===== config.mk =====
export PLATFORM = sky130hd
export DESIGN_NAME = alu_mc
export DESIGN_NICKNAME = d
export VERILOG_FILES = /design/src/rtl/alu_mc_pkg.sv /design/src/rtl/alu_mc_mul.sv /design/src/rtl/alu_mc.sv
export SDC_FILE = /design/constraint.sdc
export NUM_CORES = 1
export LEC_CHECK = 0
export ABC_CLOCK_PERIOD_IN_PS = 12800
export CAP_MARGIN = 20
export CORE_ASPECT_RATIO = 1.25
export CORE_MARGIN = 3
export CORE_UTILIZATION = 25
export CTS_CLUSTER_SIZE = 20
export DETAILED_ROUTE_END_ITERATION = 8
export GPL_TIMING_DRIVEN = 0
export PLACE_DENSITY = 0.47
export SLEW_MARGIN = 20
export SYNTH_ARGS = -nofsm -noshare
export SYNTH_HDL_FRONTEND = slang
export SYNTH_HIERARCHICAL = 1
export SYNTH_SLANG_ARGS = --single-unit
export TNS_END_PERCENT = 20

===== constraint.sdc =====
create_clock -name clk -period 12.8 [get_ports clk]
set_clock_uncertainty 0.05 [all_clocks]
set_input_delay 1.28 -clock clk [delete_from_list [all_inputs] [get_ports clk]]
set_output_delay 1.28 -clock clk [all_outputs]
set_load 0.05 [all_outputs]

===== src/rtl/alu_mc_pkg.sv =====
// Shared types and constants for the multicycle ALU (alu_mc) and its multiplier.
package alu_mc_pkg;

  typedef enum logic [2:0] {
    OP_ADD  = 3'b000,
    OP_SUB  = 3'b001,
    OP_AND  = 3'b010,
    OP_ORR  = 3'b011,
    OP_EOR  = 3'b100,
    OP_MUL  = 3'b101,
    OP_RSV6 = 3'b110,
    OP_RSV7 = 3'b111
  } alu_op_t;

  typedef enum logic [1:0] {
    S_IDLE = 2'd0,
    S_MUL  = 2'd1,
    S_DONE = 2'd2
  } alu_state_t;

  localparam int FLAG_N = 3;
  localparam int FLAG_Z = 2;
  localparam int FLAG_C = 1;
  localparam int FLAG_V = 0;

endpackage


===== src/rtl/alu_mc_mul.sv =====
// Iterative shift-add multiplier, one multiplier bit per cycle, LSB first.
// Optional early termination when the remaining multiplier bits are zero: ALU_MC_MUL_EARLY_TERM_EN.
module alu_mc_mul
  import alu_mc_pkg::*;
#(
  parameter int N = 32
) (
  input  logic         clk,
  input  logic         reset,
  input  logic         load,
  input  logic [N-1:0] A,
  input  logic [N-1:0] B,
  output logic [N-1:0] product,
  output logic         last
);

  localparam int CW = $clog2(N);

  logic [N-1:0]  acc_q, acc_d;
  logic [N-1:0]  mcand_q, mcand_d;
  logic [N-1:0]  mplier_q, mplier_d;
  logic [CW-1:0] cnt_q, cnt_d;
  logic          active_q, active_d;
  logic [N-1:0]  partial;
  logic [N-1:0]  mplier_shr;

  // product is the accumulator value after the current iteration, so the top
  // can register it on the same edge that completes the last iteration.
  always_comb begin
    partial    = mplier_q[0] ? mcand_q : '0;
    mplier_shr = mplier_q >> 1;
    product    = acc_q + partial;
`ifdef ALU_MC_MUL_EARLY_TERM_EN
    last       = active_q && ((cnt_q == CW'(N - 1)) || (mplier_shr == '0));
`else
    last       = active_q && (cnt_q == CW'(N - 1));
`endif

    // NOTE: every always_comb output gets a default first so no path leaves a
    // signal unassigned, which would otherwise infer a latch.
    acc_d    = acc_q;
    mcand_d  = mcand_q;
    mplier_d = mplier_q;
    cnt_d    = cnt_q;
    active_d = active_q;

    if (load) begin
      acc_d    = '0;
      mcand_d  = A;
      mplier_d = B;
      cnt_d    = '0;
      active_d = 1'b1;
    end else if (active_q) begin
      acc_d    = product;
      mcand_d  = mcand_q << 1;
      mplier_d = mplier_shr;
      cnt_d    = cnt_q + CW'(1);
      active_d = !last;
    end
  end

  // NOTE: sequential state uses non-blocking assignments so every flop samples
  // pre-edge values regardless of block ordering.
  always_ff @(posedge clk) begin
    if (reset) begin
      acc_q    <= '0;
      mcand_q  <= '0;
      mplier_q <= '0;
      cnt_q    <= '0;
      active_q <= 1'b0;
    end else begin
      acc_q    <= acc_d;
      mcand_q  <= mcand_d;
      mplier_q <= mplier_d;
      cnt_q    <= cnt_d;
      active_q <= active_d;
    end
  end

endmodule


===== src/rtl/alu_mc.sv =====
// Multicycle ALU: ADD/SUB/AND/ORR/EOR single-cycle, MUL iterative, Start/Busy/Done handshake.
// Build option ALU_MC_MUL_EARLY_TERM_EN (handled inside alu_mc_mul) shortens multiplies.
module alu_mc
  import alu_mc_pkg::*;
#(
  parameter int          N          = 32,
  parameter logic [31:0] INST_LIMIT = 32'h3FC
) (
  input  logic         clk,
  input  logic         reset,
  input  logic         Start,
  input  logic [2:0]   ALUControl,
  input  logic [N-1:0] A,
  input  logic [N-1:0] B,
  output logic         Busy,
  output logic         Done,
  output logic [N-1:0] Result,
  output logic [3:0]   ALUFlags,
  output logic         InstMem
);

  localparam int CMP_W = (N > 32) ? N : 32;

  alu_state_t   state_q, state_d;
  logic [N-1:0] result_q, result_d;
  logic [3:0]   flags_q, flags_d;

  alu_op_t      op;
  logic         is_sub;
  logic [N-1:0] b_eff;
  logic [N:0]   sum;
  logic [N-1:0] alu_res;
  logic         alu_c, alu_v;
  logic [3:0]   alu_flags;
  logic [3:0]   mul_flags;
  logic         mul_load, mul_last;
  logic [N-1:0] mul_product;

  alu_mc_mul #(.N(N)) u_mul (
    .clk     (clk),
    .reset   (reset),
    .load    (mul_load),
    .A       (A),
    .B       (B),
    .product (mul_product),
    .last    (mul_last)
  );

  // Single-cycle datapath; SUB adds ~B + 1 so C is the ARM not-borrow.
  always_comb begin
    op     = alu_op_t'(ALUControl);
    is_sub = (op == OP_SUB);
    b_eff  = is_sub ? ~B : B;
    sum    = {1'b0, A} + {1'b0, b_eff} + {{N{1'b0}}, is_sub};

    alu_res = '0;
    alu_c   = 1'b0;
    alu_v   = 1'b0;
    case (op)
      OP_ADD, OP_SUB: begin
        alu_res = sum[N-1:0];
        alu_c   = sum[N];
        alu_v   = ~(is_sub ^ A[N-1] ^ B[N-1]) & (A[N-1] ^ sum[N-1]);
      end
      OP_AND:  alu_res = A & B;
      OP_ORR:  alu_res = A | B;
      OP_EOR:  alu_res = A ^ B;
      default: alu_res = '0;
    endcase

    alu_flags         = '0;
    alu_flags[FLAG_N] = alu_res[N-1];
    alu_flags[FLAG_Z] = (alu_res == '0);
    alu_flags[FLAG_C] = alu_c;
    alu_flags[FLAG_V] = alu_v;

    mul_flags         = '0;
    mul_flags[FLAG_N] = mul_product[N-1];
    mul_flags[FLAG_Z] = (mul_product == '0);
  end

  always_comb begin
    state_d  = state_q;
    result_d = result_q;
    flags_d  = flags_q;
    mul_load = 1'b0;

    case (state_q)
      S_IDLE, S_DONE: begin
        if (Start) begin
          if (op == OP_MUL) begin
            mul_load = 1'b1;
            state_d  = S_MUL;
          end else begin
            result_d = alu_res;
            flags_d  = alu_flags;
            state_d  = S_DONE;
          end
        end else begin
          state_d = S_IDLE;
        end
      end
      S_MUL: begin
        // Start is ignored here; Result/flags hold until the final iteration.
        if (mul_last) begin
          result_d = mul_product;
          flags_d  = mul_flags;
          state_d  = S_DONE;
        end
      end
      default: state_d = S_IDLE;
    endcase
  end

  always_ff @(posedge clk) begin
    if (reset) begin
      state_q  <= S_IDLE;
      result_q <= '0;
      flags_q  <= '0;
    end else begin
      state_q  <= state_d;
      result_q <= result_d;
      flags_q  <= flags_d;
    end
  end

  assign Busy     = (state_q == S_MUL);
  assign Done     = (state_q == S_DONE);
  assign Result   = result_q;
  assign ALUFlags = flags_q;
  assign InstMem  = (CMP_W'(result_q) <= CMP_W'(INST_LIMIT));

endmodule


==> impl_metrics.json, run 1 <==
{
  "outcome": "finished clean",
  "clkSinkCount": 139,
  "synth-simple-area-share": 0.2014,
  "synth_compound_area_frac": 0.2332,
  "fillers": 5218,
  "ys_async_sr_fraction": 0,
  "synth_warnings": 6,
  "critical_path_arrival_ns": 7.08,
  "multi_input_area_um2": 8850,
  "holdWs_ns": 0.4106,
  "rrSetupSlack_ns": 7.70,
  "die_x_um": 205.7,
  "cts_hold_buf": 0,
  "io_pins": 109,
  "via_count": 12210,
  "postCtsResizedCells": 0,
  "netlist_instances": 1616,
  "rr_startpoint": "u_mul/mplier_q[0]",
  "min_from": "ALUFlags[0]",
  "cts_tree": "built",
  "worstSkewPairLatency_ns": 0.45,
  "port_buffers": 107,
  "critPathLaunchType": "input pin",
  "dp_hpwl_mm": 42.19,
  "numCtsBuffers": 17,
  "synthXorXnorAreaFrac": 0.05905,
  "finalHoldViolCount": 0,
  "yosys.area.top_type_share": 0.2233,
  "drive_gt1_frac": 0.05698,
  "endpoint_kind": "flop",
  "die-area_um2": 52570,
  "place_congestion": 0.9132,
  "critPathMaxFanout": 10,
  "die_h_um": 255.6,
  "synth_edf_count": 0,
  "drt_iter0_drc": 867,
  "rsz0062_at_grt": "no",
  "finalSetupTns_ns": 0,
  "cts_max_level": 4,
  "cts.clk_slew.worst_paths_ns": 0.07,
  "synthAdderAreaFrac": 0.1398,
  "worst_slew_pin_slew_ns": 1.111,
  "cts_max_path_buffers": 2,
  "syn_area_per_cell_um2": 7.710,
  "track_usage": 0.1915,
  "grt_max_degree": 17,
  "final-seq-area_um2": 2783,
  "hold_depth": 2,
  "grt_antenna_before_repair": 0,
  "start_util": 0.2555,
  "fmax_mhz": 147.9,
  "ys_seq_area_frac": 0.2233,
  "drtPass1Iterations": 5,
  "globalRoute.totalOverflow": 0,
  "diodes": 0,
  "grt_pass1_vias": 12040,
  "grt_pass1_wl_mm": 75.99,
  "slew_viol_final": 0,
  "ant_nets": 0,
  "final_core_util": 0.3065,
  "synth_area_leaders": "dfxtp_1, ha_1, nor2_1, mux2i_1, a21oi_1",
  "slew_headroom": 0.2591,
  "maxCapViolCount": 0,
  "cts_root_buffer": "clkbuf_16",
  "period_needed_ns": 6.761,
  "synth.cell_area_um2": 12460,
  "p_per_area_nw_per_um2": 94.29,
  "critPathKind": "input pin to flop",
  "syn_nets": 1824,
  "rows": 90,
  "r2r-end": "ALUFlags[2]",
  "synth_ff_type": "dfxtp_1",
  "drc": 0,
  "core-area_um2": 48760,
  "post_cts_buffers": 0,
  "finalPower_mw": 1.409,
  "wl_per_cell_um": 21.19,
  "final_nets": 1950,
  "area_growth_pct": 19.93,
  "synth.area.mux_share": 0.07672,
  "hold_path.class": "flop to flop",
  "viasPerCell": 5.089,
  "routed_wl_mm": 50.83,
  "holdPathEnd": "ALUFlags[0]",
  "synth_top_cell_by_area": "dfxtp_1",
  "crit_required_ns": 13.12,
  "setup-violations-final": 0,
  "peakVddDrop_mv": 0.09569,
  "reg2regPathDepth": 19,
  "leakagePower_nw": 6.195,
  "yosys_register_bits": 139,
  "synth.distinct_cells": 94,
  "synth_top_family_by_area": "compound AO/OA/AOI/OAI gates",
  "min_period_over_period": 0.5282
}
per-stage QoR:
| step | setup WS (ns) | instance area (um^2) | cells |
|---|---|---|---|
| after floorplan | 7.379 | 12460 | 1616 |
| after global placement | 5.628 | 14340 | 2367 |
| after CTS | 6.114 | 14940 | 2399 |
| after global routing | 5.708 | 14940 | 2399 |
| final | 6.039 | 14940 | 2399 |
| after detailed placement | 5.639 | 14340 | 2367 |
placed cells by master, fill, tap and decap left out, types with 20 or more instances in the layout:
| cell | Yosys | final |
|---|---|---|
| and2_1 | 32 | 32 |
| a21o_1 | 32 | 32 |
| nand3_1 | 30 | 30 |
| nand2_1 | 73 | 73 |
| inv_1 | 89 | 89 |
| xnor2_1 | 65 | 65 |
| a21oi_1 | 181 | 181 |
| dfxtp_1 | 139 | 139 |
| a211oi_1 | 27 | 27 |
| clkbuf_1 | 70 | 70 |
| nand4_1 | 28 | 28 |
| mux2i_1 | 94 | 94 |
| o21ai_0 | 47 | 47 |
| nor2_1 | 279 | 279 |
| ha_1 | 136 | 136 |
| nor3_1 | 20 | 20 |
| clkdlybuf4s50_1 | 0 | 107 |
worst max-delay path, cell delays in order:
cell             delay, ns
clkdlybuf4s50_1       0.66
clkbuf_1              0.44
inv_1                 0.18
nor2_1                0.34
buf_1                 0.79
xnor2_1               0.14
ha_1                  0.42
a21o_2                0.23
a31o_2                0.27
a2111oi_4             0.40
nor2_1                0.11
xor2_1                0.16
a222oi_1              0.86
and4_4                0.38
nand4_1               0.14
o31ai_2               0.26
report_power, final:
group          switching [mW]  leakage (nW)  internal, mW
logic                   0.280          4.78         0.158
registers              0.0119          1.13         0.446
clock network           0.234         0.289         0.279
cell type report:
cell class,count,share of cell area
clock buffers,17,0.02847
plain buffers,103,0.03307
well taps,644,0.05392
flip-flops and latches,139,0.1862
inverters,89,0.02236
repair buffers,107,0.07167
multi-input cells,1285,0.5922
clock inverters,15,0.01206
Yosys cell counts, types with 20 or more instances:
cell,instances
ha_1,136
mux2i_1,94
nor2_1,279
nor3_1,20
xnor2_1,65
nand2_1,73
dfxtp_1,139
inv_1,89
o21ai_0,47
a21oi_1,181
and2_1,32
nand4_1,28
a21o_1,32
a211oi_1,27
nand3_1,30
clkbuf_1,70
cell families after synthesis:
logic type | Yosys count
simple gates | 539
compound gates | 429
buf+inv | 192
flops | 139
xor+xnor | 84
fa+ha+maj | 138
mux | 95
state kept, by name, summed over array words and instances, names as in the netlist:
| signal | count |
|---|---|
| u_mul/cnt_q | 5 |
| Result | 32 |
| u_mul/active_q | 1 |
| u_mul/mplier_q | 32 |
| state_q | 2 |
| ALUFlags | 3 |
| u_mul/mcand_q | 32 |
| u_mul/acc_q | 32 |
routing by layer:
metal | global-route usage | up-vias | part of all wire | routed length [um]
li1 | - | 5965 | - | -
met1 | 0.2353 | 5826 | 0.42 | 21400
met2 | 0.3390 | 359 | 0.50 | 25580
met3 | 0.02366 | 59 | 0.041 | 2061
met4 | 0.07028 | 0 | 0.035 | 1782
met5 | 0 | - | 0 | 0
worst max path at each step:
stage | startpoint | end | slack [ns] | cells past startpoint
CTS | ALUControl[0] | ALUFlags[2] | 6.11 | 16
floorplan | ALUControl[2] | ALUFlags[2] | 7.38 | 18
detailed placement | ALUControl[0] | ALUFlags[2] | 5.64 | 16
global route | ALUControl[0] | ALUFlags[2] | 5.71 | 17
finish | ALUControl[0] | ALUFlags[2] | 6.04 | 16
global placement | ALUControl[0] | ALUFlags[2] | 5.63 | 17
(Power assumes the default switching activity.)
==> inputs of run 2 (changes only) <==
- ABC_CLOCK_PERIOD_IN_PS: 12800 -> 6710
- clock period: 12.8 -> 6.71 ns (I/O delays scaled with it)
==> results of run 2 <==
Same layout as run 1 (identical final DEF). Status: finished clean.
Main changes from that run: setup slack after placement 5.639 ns -> 0.1577 ns; setup slack after layout 6.039 ns -> 0.5582 ns; register-to-register setup slack 7.70 ns -> 1.61 ns; total power 1.409 mW -> 2.688 mW; worst IR drop on VDD 0.09569 mV -> 0.1825 mV
==> inputs of run 3 (changes only) <==
- ABC_AREA: default -> 1
- ABC_CLOCK_PERIOD_IN_PS: 6710 -> 7810
- clock period: 6.71 -> 7.81 ns (I/O delays scaled with it)
==> run 3 against run 2 <==
  * Global-route usage grew 0.77 points
  * Via count grew 19%
  * Synthesized area grew 9.2%
  * Critical path type unchanged
  * Critical endpoint unchanged
==> impl_metrics.json, run 3 <==
{
  "crit_chain": "clkdlybuf4s50_1 > nor2_4 > nand2_1 > buf_1 > xor2_1 > ha_1 > nand2_1 > nor2_1 > inv_1 > nor2_1 > nand4_1 > nand3_1 > nand2_1 > nand3_1 > nand2_1 > inv_1 > nand4_1 > nor2_1 > nand4_1 > a21oi_1",
  "area_growth_pct": 19.61,
  "grt_pass1_vias": 14450,
  "slew_headroom": 0.3354,
  "via_count": 14540,
  "worst_slew_pin_slew_ns": 0.9969,
  "syn_nets": 2537,
  "clkPwrFrac": 0.400,
  "final_nets": 2664,
  "routed.top_layer": "met4",
  "track_usage": 0.1991,
  "drt_iter0_drc": 894,
  "drc": 0,
  "netlist_instances": 2329,
  "wl_met2_mm": 30.34,
  "critical_path_arrival_ns": 5.32,
  "comb_power_share": 0.289,
  "crit_family": "simple AND/OR/NAND/NOR gates",
  "drtPass1Iterations": 5,
  "critPathMaxFanout": 10,
  "leakagePower_nw": 8.987,
  "grt_pass1_wl_mm": 85.86,
  "outcome": "finished clean",
  "place_congestion": 0.9254,
  "numCtsBuffers": 17,
  "io_pins": 109,
  "start_util": 0.2553,
  "p_per_area_nw_per_um2": 150.3,
  "die_h_um": 266.8,
  "critPathKind": "input pin to flop",
  "wl_per_cell_um": 18.21,
  "clkSinkCount": 139,
  "hold_depth": 2,
  "place_ws_ns": 2.332,
  "final_cell_mix": "nand2_1, inv_1, nor2_1",
  "grt_antenna_before_repair": 0,
  "post_cts_buffers": 0,
  "die-area_um2": 57260,
  "drive_gt1_frac": 0.03969,
  "ant_nets": 0,
  "holdWs_ns": 0.4178,
  "cts_max_level": 4,
  "slew_viol_final": 0,
  "globalRoute.totalOverflow": 0,
  "final_common_cell": "nand2_1",
  "final_cells": 3189,
  "seqPwrFrac": 0.311,
  "synthTopCellsByCount": "nand2_1, inv_1, nor2_1",
  "hold_path.class": "flop to flop",
  "final-seq-area_um2": 2783,
  "synth_area_leaders": "dfxtp_1, nand2_1, inv_1, ha_1, nor2_1",
  "die_x_um": 214.6,
  "ys_seq_area_frac": 0.2046,
  "wl_met1_mm": 23.79,
  "cts_max_path_buffers": 2,
  "worst_path_largest_cell_delay_ns": 0.78,
  "cpMostUsedCell": "nand2_1",
  "finalSetupTns_ns": 0,
  "p_sw_frac": 0.3487,
  "path_buf_inv": 4,
  "diodes": 0,
  "r2r-end": "ALUFlags[2]",
  "worstSkewPairLatency_ns": 0.45,
  "synth_top_cell_by_area": "dfxtp_1",
  "rrSetupSlack_ns": 3.98,
  "maxCapViolCount": 0,
  "postCtsResizedCells": 0,
  "endpoint_kind": "flop",
  "peakVddDrop_mv": 0.1352,
  "min_period_over_period": 0.6390,
  "reg2regPathDepth": 18,
  "grt_max_degree": 17,
  "wl_met3_mm": 1.695,
  "switchingPower_mw": 0.8529,
  "multi_input_area_um2": 8655,
  "cts_root_buffer": "clkbuf_16",
  "crit_start": "ALUControl[1]",
  "fin_ws_ns": 2.819,
  "ys_async_sr_fraction": 0,
  "dp_hpwl_mm": 48.90,
  "yosys_register_bits": 139,
  "cts_tree": "built",
  "synth_warnings": 6,
  "routed_wl_mm": 58.06,
  "holdPathEnd": "u_mul/acc_q[0]",
  "viasPerCell": 4.558,
  "cts_hold_buf": 0,
  "dp.cells": 3157,
  "synth_ff_type": "dfxtp_1",
  "synth_edf_count": 0,
  "core-area_um2": 53280,
  "rows": 94,
  "synth.distinct_cells": 44,
  "period_needed_ns": 4.991,
  "critPathSlowestCell": "buf_1",
  "fmax_mhz": 200.4,
  "crit_required_ns": 8.14,
  "finalHoldViolCount": 0,
  "fillers": 6005,
  "yosys.area.top_type_share": 0.2046,
  "port_buffers": 108,
  "rr_startpoint": "u_mul/mplier_q[0]",
  "critPathLaunchType": "input pin",
  "syn_area_per_cell_um2": 5.840,
  "rsz0062_at_grt": "no",
  "synth.cell_area_um2": 13600,
  "setup-violations-final": 0,
  "cts.clk_slew.worst_paths_ns": 0.07,
  "yosysMostFrequentCell": "nand2_1",
  "min_from": "u_mul/acc_q[0]",
  "internal-power_mw": 1.593
}
## run 3: cell count changes after synthesis, moves of 32 or more
cell,before,now
inv_1,89,479
xnor2_1,65,4
mux2i_1,94,0
and2_1,32,0
nand2_1,73,739
nor2_1,279,225
a21oi_1,181,104
clkbuf_1,70,32
nand3_1,30,113
## run 3: power groups by stage
stage / Combinational [mW] / Clock [mW] / Sequential [mW]
final: 0.707 / 0.979 / 0.760
after global routing: 0.780 / 1.02 / 0.763
after CTS: 0.708 / 0.994 / 0.760
after detailed placement: 0.705 / 0 / 0.776
after global placement: 0.702 / 0 / 0.776
after floorplan: 0.394 / 0 / 0.811
## run 3: area by class of cell
type | instances | share of cell area
Buffer | 69 | 0.02046
Clock buffer | 22 | 0.02915
Clock inverter | 10 | 0.01300
Inverter | 488 | 0.1126
Multi-Input combinational cell | 1633 | 0.5320
Sequential cell | 139 | 0.1710
Tap cell | 720 | 0.05537
Timing Repair Buffer | 108 | 0.06645
## run 3: worst register-to-register path, stage by stage (launching register included)
cell      delay, ns
dfxtp_1        0.30
clkbuf_1       0.38
clkbuf_1       0.54
nand2_1        0.13
inv_1          0.09
ha_1           0.23
fa_1           0.33
nand3_1        0.11
nand3_1        0.17
nand3_1        0.11
nand3_1        0.22
nand2_1        0.16
nand3_1        0.14
nand2_1        0.06
inv_1          0.06
nand4_1        0.17
nor3_1         0.22
a41oi_1        0.12
a21oi_1        0.17
## run 3: worst max-delay path by stage
stage / cells after the start / slack [ns] / to
floorplan: 23 / 4.52 / ALUFlags[2]
global placement: 20 / 2.39 / ALUFlags[2]
detailed placement: 20 / 2.33 / ALUFlags[2]
CTS: 20 / 2.80 / ALUFlags[2]
global route: 20 / 2.53 / ALUFlags[2]
finish: 20 / 2.82 / ALUFlags[2]
## run 3: per-stage QoR
stage | power (mW) | utilization | area, um^2
2_1_floorplan | 1.205 | - | 13600
4_1_cts | 2.462 | 0.3054 | 16270
5_1_grt | 2.563 | 0.3054 | 16270
6_report | 2.446 | 0.3054 | 16270
3_5_place_dp | 1.480 | 0.2925 | 15580
3_3_place_gp | 1.478 | 0.2925 | 15580
## run 3: layer usage
layer	vias up	GRT usage
met3	90	0.01754
met2	318	0.3879
met4	0	0.07699
met5	-	0
li1	7478	-
met1	6650	0.2229
## run 3: cells by family after synthesis
group	count (synthesis)	synth area share
AOI/OAI and AO/OA	286	0.1292
xor gates and xnor gates	47	0.03026
adders and majority gates	138	0.1280
buffers and inverters	557	0.1591
DFF	139	0.2046
and+or+nand+nor	1162	0.3488
